[src/rtl/peripheral_ahb4_pkg.sv]
// Shared AHB4 encodings plus the SRAM slave state type and address helpers.
package peripheral_ahb4_pkg;

  localparam logic [1:0] HTRANS_IDLE   = 2'b00;
  localparam logic [1:0] HTRANS_BUSY   = 2'b01;
  localparam logic [1:0] HTRANS_NONSEQ = 2'b10;
  localparam logic [1:0] HTRANS_SEQ    = 2'b11;

  localparam logic HRESP_OKAY  = 1'b0;
  localparam logic HRESP_ERROR = 1'b1;

  // Widest byte-lane vector any data width up to 1024 bits can need.
  localparam int AHB4_MAX_BE_W = 128;

  typedef enum logic [2:0] {
    IDLE,
    READ,
    WRITE,
    RD_WAIT,
    ERR1,
    ERR2
  } ahb4_sram_state_t;

  // Lanes [addr_lsb, addr_lsb + 2^hsize) set, clipped to the bus width.
  function automatic logic [AHB4_MAX_BE_W-1:0] ahb4_be(input logic [2:0] hsize,
                                                      input logic [6:0] addr_lsb,
                                                      input int         be_w);
    logic [AHB4_MAX_BE_W-1:0] be;
    int lo;
    int hi;
    be = '0;
    lo = int'(addr_lsb);
    hi = lo + (1 << hsize);
    for (int i = 0; i < AHB4_MAX_BE_W; i++) begin
      be[i] = (i >= lo) && (i < hi) && (i < be_w);
    end
    return be;
  endfunction

  // True when the byte offset is a multiple of the transfer size.
  function automatic logic ahb4_aligned(input logic [2:0] hsize,
                                        input logic [6:0] addr_lsb);
    logic [6:0] mask;
    mask = 7'((8'd1 << hsize) - 8'd1);
    return (addr_lsb & mask) == 7'd0;
  endfunction

endpackage

[src/rtl/peripheral_ahb4_sram_be_gen.sv]
// Address-phase decode: legality check, byte lanes and SRAM word address.
module peripheral_ahb4_sram_be_gen
  import peripheral_ahb4_pkg::*;
#(
  parameter int HADDR_SIZE = 64,
  parameter int HDATA_SIZE = 64,
  parameter int MEM_DEPTH  = 256
) (
  input  logic [HADDR_SIZE-1:0]        haddr,
  input  logic [2:0]                   hsize,
  output logic                         illegal,
  output logic [HDATA_SIZE/8-1:0]      be,
  output logic [$clog2(MEM_DEPTH)-1:0] word_addr
);

  localparam int BE_W    = HDATA_SIZE / 8;
  localparam int BE_LOG2 = $clog2(BE_W);
  localparam int MEM_AW  = $clog2(MEM_DEPTH);
  localparam logic [2:0] MAX_SIZE = 3'(BE_LOG2);
  localparam logic [HADDR_SIZE-1:0] ADDR_LIMIT = HADDR_SIZE'(MEM_DEPTH * BE_W);

  logic [6:0]               addr_lsb;
  logic [AHB4_MAX_BE_W-1:0] be_wide;
  logic                     unused_be_bits;

  // Decode the live address phase; nothing here is registered.
  always_comb begin
    addr_lsb  = 7'(haddr[BE_LOG2-1:0]);
    be_wide   = ahb4_be(hsize, addr_lsb, BE_W);
    be        = be_wide[BE_W-1:0];
    word_addr = haddr[BE_LOG2 +: MEM_AW];
    illegal   = (hsize > MAX_SIZE) || !ahb4_aligned(hsize, addr_lsb) ||
                (haddr >= ADDR_LIMIT);
  end

  assign unused_be_bits = ^be_wide;

endmodule

[src/rtl/peripheral_ahb4_sram_slave.sv]
// AHB-Lite slave terminating transfers into a 1-cycle-latency single-port SRAM.
// Handshake: an address phase is taken when HSEL, HREADY and an active HTRANS
// (NONSEQ/SEQ) coincide while this slave shows HREADYOUT=1; each data phase
// completes on the cycle HREADYOUT is high.
module peripheral_ahb4_sram_slave
  import peripheral_ahb4_pkg::*;
#(
  parameter int HADDR_SIZE = 64,
  parameter int HDATA_SIZE = 64,
  parameter int MEM_DEPTH  = 256
) (
  input  logic                         HCLK,
  input  logic                         HRESET,
  input  logic                         HSEL,
  input  logic [HADDR_SIZE-1:0]        HADDR,
  input  logic [HDATA_SIZE-1:0]        HWDATA,
  input  logic                         HWRITE,
  input  logic [2:0]                   HSIZE,
  input  logic [2:0]                   HBURST,
  input  logic [3:0]                   HPROT,
  input  logic [1:0]                   HTRANS,
  input  logic                         HREADY,
  output logic                         HREADYOUT,
  output logic                         HRESP,
  output logic [HDATA_SIZE-1:0]        HRDATA,
  output logic                         mem_en,
  output logic                         mem_we,
  output logic [$clog2(MEM_DEPTH)-1:0] mem_addr,
  output logic [HDATA_SIZE/8-1:0]      mem_be,
  output logic [HDATA_SIZE-1:0]        mem_wdata,
  input  logic [HDATA_SIZE-1:0]        mem_rdata
);

  localparam int MEM_AW = $clog2(MEM_DEPTH);
  localparam int BE_W   = HDATA_SIZE / 8;

  ahb4_sram_state_t  state_q, state_d;
  logic [MEM_AW-1:0] addr_q, addr_d;
  logic [BE_W-1:0]   be_q, be_d;

  logic              ap_illegal;
  logic [BE_W-1:0]   ap_be;
  logic [MEM_AW-1:0] ap_addr;
  logic              ap_sample;
  logic              ap_accept;
  logic              unused_inputs;

  // Burst type and protection carry no meaning for a flat SRAM.
  assign unused_inputs = ^{HBURST, HPROT};

  peripheral_ahb4_sram_be_gen #(
    .HADDR_SIZE(HADDR_SIZE),
    .HDATA_SIZE(HDATA_SIZE),
    .MEM_DEPTH (MEM_DEPTH)
  ) u_be_gen (
    .haddr    (HADDR),
    .hsize    (HSIZE),
    .illegal  (ap_illegal),
    .be       (ap_be),
    .word_addr(ap_addr)
  );

  // Address phases are only taken in states that show HREADYOUT=1 and are not
  // finishing an error (ERR2 drops the pipelined address).
  always_comb begin
    ap_sample = (state_q == IDLE) || (state_q == READ) || (state_q == WRITE);
    ap_accept = ap_sample && !HRESET && HSEL && HREADY &&
                ((HTRANS == HTRANS_NONSEQ) || (HTRANS == HTRANS_SEQ));
  end

  // Next state and address/lane latch.
  always_comb begin
    state_d = state_q;
    addr_d  = addr_q;
    be_d    = be_q;
    case (state_q)
      IDLE, READ, WRITE: begin
        state_d = IDLE;
        if (ap_accept) begin
          if (ap_illegal) begin
            state_d = ERR1;
          end else if (HWRITE) begin
            state_d = WRITE;
            addr_d  = ap_addr;
            be_d    = ap_be;
          end else if (state_q == WRITE) begin
            // SRAM port is busy committing the write: replay the read next cycle.
            state_d = RD_WAIT;
            addr_d  = ap_addr;
            be_d    = ap_be;
          end else begin
            state_d = READ;
          end
        end
      end
      RD_WAIT: state_d = READ;
      ERR1:    state_d = ERR2;
      ERR2:    state_d = IDLE;
      default: state_d = IDLE;
    endcase
  end

  // Bus response follows the state; SRAM port muxes latch vs live address phase.
  always_comb begin
    HREADYOUT = 1'b1;
    HRESP     = HRESP_OKAY;
    HRDATA    = '0;
    mem_en    = 1'b0;
    mem_we    = 1'b0;
    mem_addr  = addr_q;
    mem_be    = be_q;
    mem_wdata = '0;
    case (state_q)
      READ: HRDATA = mem_rdata;
      WRITE: begin
        mem_en    = 1'b1;
        mem_we    = 1'b1;
        mem_wdata = HWDATA;
      end
      RD_WAIT: begin
        HREADYOUT = 1'b0;
        mem_en    = 1'b1;
      end
      ERR1: begin
        HREADYOUT = 1'b0;
        HRESP     = HRESP_ERROR;
      end
      ERR2: HRESP = HRESP_ERROR;
      default: ;
    endcase
    // Zero-wait read: strobe the SRAM straight from the address phase.
    if (ap_accept && !ap_illegal && !HWRITE && (state_q != WRITE)) begin
      mem_en   = 1'b1;
      mem_we   = 1'b0;
      mem_addr = ap_addr;
      mem_be   = ap_be;
    end
  end

  // State and latch registers.
  always_ff @(posedge HCLK or posedge HRESET) begin
    if (HRESET) begin
      state_q <= IDLE;
      addr_q  <= '0;
      be_q    <= '0;
    end else begin
      state_q <= state_d;
      addr_q  <= addr_d;
      be_q    <= be_d;
    end
  end

endmodule

[config.mk]
export PLATFORM = sky130hd
export DESIGN_NAME = peripheral_ahb4_sram_slave
export DESIGN_NICKNAME = d
export VERILOG_FILES = /design/src/rtl/peripheral_ahb4_pkg.sv /design/src/rtl/peripheral_ahb4_sram_be_gen.sv /design/src/rtl/peripheral_ahb4_sram_slave.sv
export SDC_FILE = /design/constraint.sdc
export NUM_CORES = 1
export LEC_CHECK = 0
export BUFFER_PORTS_ARGS = -buffer_cell sky130_fd_sc_hd__buf_2
export CAP_MARGIN = 30
export CORE_AREA = 2 2 137 139
export CTS_CLUSTER_DIAMETER = 150
export DETAILED_ROUTE_END_ITERATION = 10
export DIE_AREA = 0 0 139 141
export GPL_ROUTABILITY_DRIVEN = 0
export MAX_ROUTING_LAYER = met4
export SETUP_SLACK_MARGIN = 0.3
export SLEW_MARGIN = 20
export SYNTH_ARGS = -nofsm -noshare
export SYNTH_HDL_FRONTEND = slang
export SYNTH_SLANG_ARGS = --single-unit
[constraint.sdc]
create_clock -name HCLK -period 2.7 [get_ports HCLK]
set_clock_uncertainty 0.05 [all_clocks]
set_input_delay 0.135 -clock HCLK [delete_from_list [all_inputs] [get_ports HCLK]]
set_output_delay 0.135 -clock HCLK [all_outputs]
set_load 0.005 [all_outputs]
======== Word level (Yosys, flattened, before mapping) ========
Cells that the tools add are included.
word-level totals
  register bits ........................... 19
  output and inout bits ................... 148
  logic and storage cells ................. 84
  input port bits ......................... 209
cells by class
  shifts and indexed selects .............. 2
  $add $sub $neg .......................... 2
  order comparisons ....................... 17
  reductions and logical operators ........ 31
  bitwise logic cells ..................... 2
  equality and inequality tests ........... 8
  multiplexer cells ....................... 19
operator list
  kind                  count
  $lt 4x32->1 const A   4
  $mux 64               2
  $ge 64x12->1 const B  1
  $lt 3x32->1 const A   2
  $mux 8                6
  $add 4x32->32         1
  $lt 1x32->1 const A   1
  $lt 2x32->1 const A   1
  $shl 1x3->32 const A  1
  $logic_and 1x1->1     14
  $ge 3x3->1 const A    3
  $pmux 3 s3            1
  $and 3x7->7           1
  $logic_not 7->1       1
  $shl 1x3->7 const A   1
  $sub 7x1->7 const B   1
  $eq 3x2->1 const B    2
  $eq 3x3->1 const B    2
  $ge 1x3->1 const A    2
  $ge 2x3->1 const A    2
  $mux 1                6
  $mux 3                2
  $reduce_or 2->1       3
  $logic_or 1x1->1      5
  11 further kinds      16

======== Longest topological paths before layout ========
Gate-level depths: netlist of run 1.
  word-level depth ........................ 12
  mapped depth ............................ 10
  depth with buffers taken out ............ 9

======== Hierarchy ========
Synthesis of run 1 repeated with hierarchy kept, for this count alone.
unflattened totals
  cell total of the unflattened synthesis .. 289
  area total of the unflattened synthesis .. 2409.8 um2
by module, submodules not included
  module                       times used  seq. area each (um2)  cells an instance  area each (um2)
  peripheral_ahb4_sram_slave   1           475.5                 218                1930.6
  peripheral_ahb4_sram_be_gen  1           0.0                   71                 479.2

======== Worst setup path after synthesis of run 1 ========
OpenSTA, ideal clock, no wires.
  path type ............................... input -> output
  start ................................... input HSIZE[2]
  end ..................................... output mem_addr[0]
  path slack .............................. 0.355 ns
  arrival time ............................ 2.160 ns
  path buffers ............................ 2
  stages on the path ...................... 10
  required time ........................... 2.515 ns
  cells stage by stage .................... nor3_1 > inv_1 > ha_1 > nor4_1 > o2111ai_1 > a211oi_2 > and4_1 > buf_4 > buf_8 > mux2_1
on the way
  word-level cells in the longest chain between the ends .. 12
  elaborated cells between the ends (all ways) .. 13
  those cells by class .................... add/sub: 1; order compare: 1; shift: 1; mux: 1; bitwise: 1; reduce/logical: 8
RTL lines
  item                               line                               text
  start: declaration                 peripheral_ahb4_sram_slave.sv:18   input logic [2:0] HSIZE,
  $shl 1x3->7                        peripheral_ahb4_pkg.sv:44          mask = 7'((8'd1 << hsize) - 8'd1);
  $sub 7x1->7                        peripheral_ahb4_pkg.sv:44
  $and 3x7->7                        peripheral_ahb4_pkg.sv:45          return (addr_lsb & mask) == 7'd0;
  $logic_not 7->1                    peripheral_ahb4_pkg.sv:45
  $logic_not 1->1                    peripheral_ahb4_sram_be_gen.sv:32  illegal = (hsize > MAX_SIZE) || !ahb4_aligned(hsize, addr_lsb) ||
  $logic_or 1x1->1 * (2 in series)   peripheral_ahb4_sram_be_gen.sv:32
  $logic_not 1->1 *                  peripheral_ahb4_sram_slave.sv:132  if (ap_accept && !ap_illegal && !HWRITE && (state_q != WRITE)) begin
  $logic_and 1x1->1 * (3 in series)  peripheral_ahb4_sram_slave.sv:132
  $mux 8 *                           peripheral_ahb4_sram_slave.sv:132
  end: declaration                   peripheral_ahb4_sram_slave.sv:28   output logic [$clog2(MEM_DEPTH)-1:0] mem_addr,
Every way passes the cells marked *; elsewhere a longest branch is shown, timed or not.

======== Worst setup path after layout of run 1 ========
  start ................................... input HSIZE[2]
  end ..................................... output mem_be[0]
on the way
  word-level cells in the longest chain between the ends .. 12
  elaborated cells between the ends (all ways) .. 17
  those cells by class .................... add/sub: 2; order compare: 2; shift: 2; mux: 1; bitwise: 1; reduce/logical: 9
RTL lines
  item                                                    line                               text
  branches (longest 11 deep; another with $add 4x32->32)  n/a
  $mux 8 *                                                peripheral_ahb4_sram_slave.sv:132
  end: declaration                                        peripheral_ahb4_sram_slave.sv:29   output logic [HDATA_SIZE/8-1:0] mem_be,
Mark *: on every way between the ends.

==> impl_metrics.json, run 1 <==
{
  "dieArea_um2": 19600,
  "p_int_mw": 0.837,
  "utilization": 0.264,
  "grt_start_max_net_pins": 66,
  "synth_area_um2": 2330,
  "p_comb_frac": 0.509,
  "syn_inst": 276,
  "hold_viol": 0,
  "p_sw_frac": 0.338,
  "setup_viol_count_final": 0,
  "overflow": 0,
  "rsz0062_at_grt": "yes",
  "irDropWorstVdd_v": 0.000244,
  "place_inst": 849,
  "drt-total-wl_um": 13400,
  "worstPathArrival_ns": 2.17,
  "fin_setup_tns_ns": 0,
  "cellLeakagePower_nw": 2.84,
  "min_period_ns": 2.35,
  "vias": 3325,
  "die_w_um": 139,
  "coreArea_um2": 18300,
  "die_h_um": 141,
  "cp_slowest_cell": "and4_4",
  "seq_area_frac_synth": 0.204,
  "layoutNonFillerInstCount": 868,
  "yosysTopAreaCell": "and2_1",
  "wl_per_cell_um": 15.4,
  "initial_core_util": 0.128,
  "drt-initial-drc-count": 109,
  "max_slew_margin": 0.462,
  "synthesis.nets": 491,
  "clockPowerShare": 0.244,
  "synthTopCellsByArea": "and2_1, dfrtp_1, mux2_4",
  "crit_path_max_incr_delay_ns": 0.32,
  "critPathBufInv": 4,
  "insertion_delay_ns": 0.25,
  "synth_common_cells": "and2_1, dfrtp_1, clkbuf_1",
  "antenna_found_initial": 6,
  "ys_async_sr_fraction": 1.00,
  "grt_pass1_vias": 3003,
  "detail-route-antenna-nets": 0,
  "yosys_most_used_dff": "dfrtp_1",
  "cts.htree.levels": 1,
  "cts_buffers": 3,
  "area_growth_pct": 107,
  "fmax_ghz": 0.425,
  "synth-seq-cells": 19,
  "critical_path_required_ns": 2.52,
  "yosysTopAreaCellShare": 0.346,
  "seq_power_share": 0.248,
  "synth_edf_count": 0,
  "drt_first_pass_iters": 4,
  "cts_buffer_depth": 2,
  "cts_tree": "done",
  "vias_per_cell": 3.83,
  "nFillCells": 2026,
  "drc": 0,
  "holdWs_ns": 0.0167,
  "worst_pin_slew_ns": 0.805,
  "grt_first_pass_wirelength_um": 18400,
  "clock-sinks": 19,
  "drive_gt1_frac": 0.677,
  "switchingPower_mw": 0.428,
  "clk_pin_slew_ns": 0.06,
  "rows": 50,
  "avgSynthCellArea_um2": 8.45,
  "min_path_type": "in2async",
  "io_pins": 357,
  "fin_crit_sh": 0.871,
  "dpl.hpwl_um": 11400,
  "crit_type": "in2out",
  "worstSetupStartpointType": "input port",
  "grt_usage": 0.125,
  "cp_cell_sequence": "buf_8 > nor3_4 > inv_2 > ha_4 > nor4_4 > o2111ai_2 > a211oi_2 > and4_4 > buf_12 > mux2_4 > buf_6",
  "cap_violations": 0,
  "slew_violations": 0,
  "yosysMostFrequentCell": "and2_1",
  "ys.warnings.count": 0,
  "status": "complete, no violations",
  "yosysUniqueCellTypes": 41,
  "path_max_fanout": 8,
  "numPortBuffers": 348,
  "nets": 844,
  "cellPowerDensity_nw_per_um2": 262,
  "clock-root-buffer": "clkbuf_16",
  "cpLargestDelayFamily": "simple AND/OR/NAND/NOR gates",
  "crit_path_end_kind": "output port"
}
[power by group through the flow]
stage          combinational [mW]  sequential (mW)  clock, mW
6_report                    0.643            0.313      0.308
5_1_grt                     0.708            0.315      0.329
4_1_cts                     0.635            0.313      0.319
3_5_place_dp                0.616            0.319          0
3_3_place_gp                0.619            0.318          0
2_1_floorplan               0.259            0.312          0
[cell families after synthesis]
| group | count (synthesis) | synth area share |
|---|---|---|
| compound gates | 17 | 0.0660 |
| xor+xnor | 2 | 0.00752 |
| fa+ha+maj | 6 | 0.0354 |
| buf+inv | 22 | 0.0451 |
| flops | 19 | 0.204 |
| mux | 33 | 0.175 |
| simple gates | 177 | 0.467 |
[timing repair]
action                                 in CTS  in global routing
hold buffers                                0                  0
setup endpoints to repair                  16                 16
gates cloned                                1                  0
pin swaps                                   7                  7
endpoints found under the hold margin       0                  0
buffers inserted                            3                  5
resized for setup                          26                 35
[cell usage in the layout, fill, tap and decap left out, drive strengths merged, types with 4 or more instances in the layout]
| cell | synthesis | layout |
|---|---|---|
| dfrtp | 19 | 19 |
| nand2 | 7 | 7 |
| ha | 5 | 5 |
| diode | 0 | 6 |
| mux2 | 32 | 32 |
| nor2 | 10 | 10 |
| inv | 4 | 4 |
| buf | 3 | 366 |
| and2 | 129 | 129 |
| nor4 | 14 | 14 |
[state kept, by name, summed over array words and instances, names as in the netlist]
register,flops
addr_q,8
be_q,8
state_q,3
[final timing paths]
kind,startpoint,end,slack [ns],depth (start not counted)
max in group asynchronous,HRESET,state_q[1],2.03,2
worst min-delay path,HRESET,be_q[7],0.02,2
worst min register to register,addr_q[7],addr_q[7],0.46,1
min in group HCLK,HADDR[7],addr_q[4],0.08,2
worst max register to register,state_q[1],be_q[5],0.61,8
worst max-delay path,HSIZE[2],mem_be[0],0.35,11
[cell type report]
class / count / area (µm²) / share of cell area
Timing Repair Buffer: 366 / 2020 / 0.418
Multi-Input combinational cell: 235 / 1930 / 0.399
Sequential cell: 19 / 477 / 0.0989
Tap cell: 234 / 293 / 0.0607
Clock buffer: 3 / 75.1 / 0.0156
Inverter: 4 / 15.0 / 0.00311
Antenna cell: 6 / 15.0 / 0.00311
Clock inverter: 1 / 5.00 / 0.00104
[routing by layer]
| metal | vias to the layer above | track usage | share of wire | wire length [µm] |
|---|---|---|---|---|
| met4 | 0 | 0.0266 | 0.017 | 229 |
| li1 | 1644 | - | - | - |
| met2 | 163 | 0.199 | 0.47 | 6330 |
| met3 | 8 | 0.0448 | 0.088 | 1180 |
| met5 | - | - | 0 | 0 |
| met1 | 1510 | 0.153 | 0.42 | 5680 |
[metrics by stage]
| step | instance area, µm² | power [mW] | setup slack [ns] |
|---|---|---|---|
| final | 4820 | 1.26 | 0.348 |
| after global routing | 4820 | 1.35 | 0.222 |
| after CTS | 4600 | 1.27 | 0.295 |
| after detailed placement | 4370 | 0.934 | 0.0946 |
| after global placement | 4370 | 0.937 | 0.138 |
| after floorplan | 2330 | 0.571 | 0.355 |
[worst register-to-register path, cell delays in order, from the launching register on]
cell,delay (ns)
dfrtp_2,0.45
nand2_1,0.10
nand3_1,0.15
nor4b_4,0.31
buf_4,0.15
buf_4,0.12
o2111ai_4,0.08
buf_4,0.24
mux2_4,0.33
Power figures use the tool's default switching activity.
==> run 2, diff against run 1 <==
- CORE_AREA: 2 2 137 139 -> 2 2 139 141
- DIE_AREA: 0 0 139 141 -> 0 0 141 143
- SYNTH_HIERARCHICAL: not set -> 1
==> impl_metrics.json, run 2 <==
{
  "status": "complete, no violations",
  "cts_buffers": 3,
  "yosysMostFrequentCell": "and2_1",
  "cts_buffer_depth": 2,
  "top_usage_layer": "met2",
  "initial_core_util": 0.130,
  "drt-initial-drc-count": 113,
  "vias_per_cell": 3.82,
  "p_sw_frac": 0.359,
  "clk_pin_slew_ns": 0.05,
  "rrSetupSlack_ns": 0.87,
  "crit_path_max_incr_delay_ns": 0.31,
  "cpMostUsedCell": "nor4_2",
  "nFillCells": 2018,
  "path_max_fanout": 8,
  "reg.largest.list": "addr_q: 8 flops, be_q: 8 flops, state_q: 3 flops",
  "cellPowerDensity_nw_per_um2": 299,
  "worstSetupStartpointType": "input port",
  "nets": 847,
  "cpLargestDelayFamily": "simple AND/OR/NAND/NOR gates",
  "wl_per_cell_um": 14.0,
  "yosysTopAreaCellShare": 0.332,
  "use_met1": 0.143,
  "hold_viol": 0,
  "multiInputGateArea_um2": 1920,
  "insertion_delay_ns": 0.25,
  "clock-sinks": 19,
  "cap_violations": 0,
  "synth_xor_area_frac": 0.00363,
  "min_period_ns": 2.42,
  "synth_area_um2": 2410,
  "drt_first_pass_iters": 4,
  "worstPathArrival_ns": 2.23,
  "irDropWorstVdd_v": 0.000201,
  "vias": 3323,
  "critPathBufInv": 4,
  "setup_viol_count_final": 0,
  "drive_gt1_frac": 0.673,
  "synthesis.nets": 502,
  "overflow": 0,
  "crit_path_end_kind": "output port",
  "drt-total-wl_um": 12200,
  "ys.warnings.count": 6,
  "switchingPower_mw": 0.522,
  "io_pins": 357,
  "synth_edf_count": 0,
  "dpl.hpwl_um": 10000,
  "area_growth_pct": 102,
  "synth_top_family_by_area": "simple AND/OR/NAND/NOR gates",
  "grt_usage": 0.109,
  "coreArea_um2": 18600,
  "die_h_um": 143,
  "synthSimpleGateAreaFrac": 0.475,
  "cts.htree.levels": 1,
  "synth-compound-area-share": 0.0639,
  "yosys_most_used_dff": "dfrtp_1",
  "clockPowerShare": 0.216,
  "clock-root-buffer": "clkbuf_16",
  "drc": 0,
  "yosys.area_share.adder": 0.0208,
  "fin_crit_sh": 0.896,
  "fmax_ghz": 0.413,
  "yosysUniqueCellTypes": 42,
  "min_path_type": "in2reg",
  "synth-seq-cells": 19,
  "cp_slowest_cell": "mux2_4",
  "worst_pin_slew_ns": 0.457,
  "seq_area_frac_synth": 0.197,
  "yosysTopAreaCell": "and2_1",
  "critical_path_required_ns": 2.52,
  "holdWs_ns": 0.0813,
  "grt_pass1_vias": 3119,
  "cellLeakagePower_nw": 2.85,
  "crit_type": "in2out",
  "cp_cell_sequence": "buf_8 > nor3_4 > inv_1 > ha_2 > nor4_2 > nand4_1 > nor4_2 > o21ai_2 > nor4_4 > clkbuf_16 > mux2_4 > buf_6",
  "detail-route-antenna-nets": 0,
  "synth_common_cells": "and2_1, mux2_2, dfrtp_1",
  "grt_start_max_net_pins": 66,
  "syn_inst": 289,
  "seq_power_share": 0.226,
  "fin_setup_tns_ns": 0,
  "rows": 50,
  "p_int_mw": 0.930,
  "most-common-layout-cells": "buf_2, and2_1, mux2_4",
  "rsz0062_at_grt": "yes",
  "numPortBuffers": 348,
  "grtUsageMet3": 0.0151,
  "die_w_um": 141,
  "layout_commonest_cell": "buf_2",
  "grt_first_pass_wirelength_um": 17100,
  "synthTopCellsByArea": "and2_1, dfrtp_1, mux2_2",
  "slew_violations": 0,
  "dieArea_um2": 20200,
  "ys_async_sr_fraction": 1.00,
  "grtUsageMet2": 0.188,
  "avgSynthCellArea_um2": 8.34,
  "antenna_found_initial": 2,
  "cts_tree": "done",
  "max_slew_margin": 0.695,
  "regArea_um2": 475,
  "p_comb_frac": 0.558,
  "synthMuxAreaShare": 0.165
}
-- run 2: cell families (layout without fill, tap and decap cells) --
| logic type | count (synthesis) | in the layout |
|---|---|---|
| other cells | 0 | 2 |
| compound gates | 21 | 21 |
| buf+inv | 31 | 375 |
| mux | 32 | 32 |
| fa+ha+maj | 4 | 4 |
| simple gates | 181 | 181 |
| xor+xnor | 1 | 1 |
| flops | 19 | 19 |
-- run 2: layer usage --
layer	up-vias	routed length (µm)
met3	4	674
met2	159	5960
met4	0	36
met1	1506	5480
li1	1654	-
met5	-	0
-- run 2: worst reg2reg max path, stage by stage (launching register included) --
cell,delay [ns]
dfrtp_1,0.48
nor2b_4,0.18
nand4b_4,0.15
or3_4,0.38
buf_12,0.17
mux2_4,0.30
-- run 2: metrics by stage --
stage,worst slack [ns],std cells,total power [mW],utilization,instance area [µm²]
finish,0.281,869,1.45,0.261,4860
global route,0.121,869,1.58,0.261,4860
CTS,0.149,864,1.47,0.256,4770
detailed placement,-0.136,855,1.13,0.240,4450
global placement,-0.0524,855,1.13,0.240,4450
floorplan,0.206,289,0.694,-,2470
-- run 2: area by class of cell --
cell class | instances | share of cell area
Tap cell | 234 | 0.0603
Sequential cell | 19 | 0.0979
Antenna cell | 2 | 0.00103
Inverter | 4 | 0.00309
Multi-Input combinational cell | 239 | 0.394
Clock buffer | 3 | 0.0155
Clock inverter | 1 | 0.00155
Timing Repair Buffer | 367 | 0.426
-- run 2: power by group through the flow --
stage / logic (mW) / registers (mW) / clock network [mW]
after floorplan: 0.372 / 0.322 / 0
after global placement: 0.796 / 0.333 / 0
final: 0.810 / 0.328 / 0.314
after global routing: 0.908 / 0.331 / 0.337
after CTS: 0.824 / 0.328 / 0.318
after detailed placement: 0.800 / 0.334 / 0
-- run 2: worst paths after layout --
check,startpoint,to,cells past startpoint
setup / recovery,HSIZE[1],mem_be[4],12
hold / removal,HADDR[5],addr_q[2],2
max in group asynchronous,HRESET,addr_q[5],4
setup reg to reg,state_q[2],be_q[5],5
min in group asynchronous,HRESET,state_q[2],4
hold reg to reg,addr_q[6],addr_q[6],1
-- run 2: what timing repair did --
item                       4_1_cts  5_1_grt
hold endpoints to repair        19        0
gates resized for setup         32       16
setup endpoints to repair       33       29
hold buffers                     1        0
pin swaps                        5        2
gates cloned                     1        0
setup buffers                    3        3
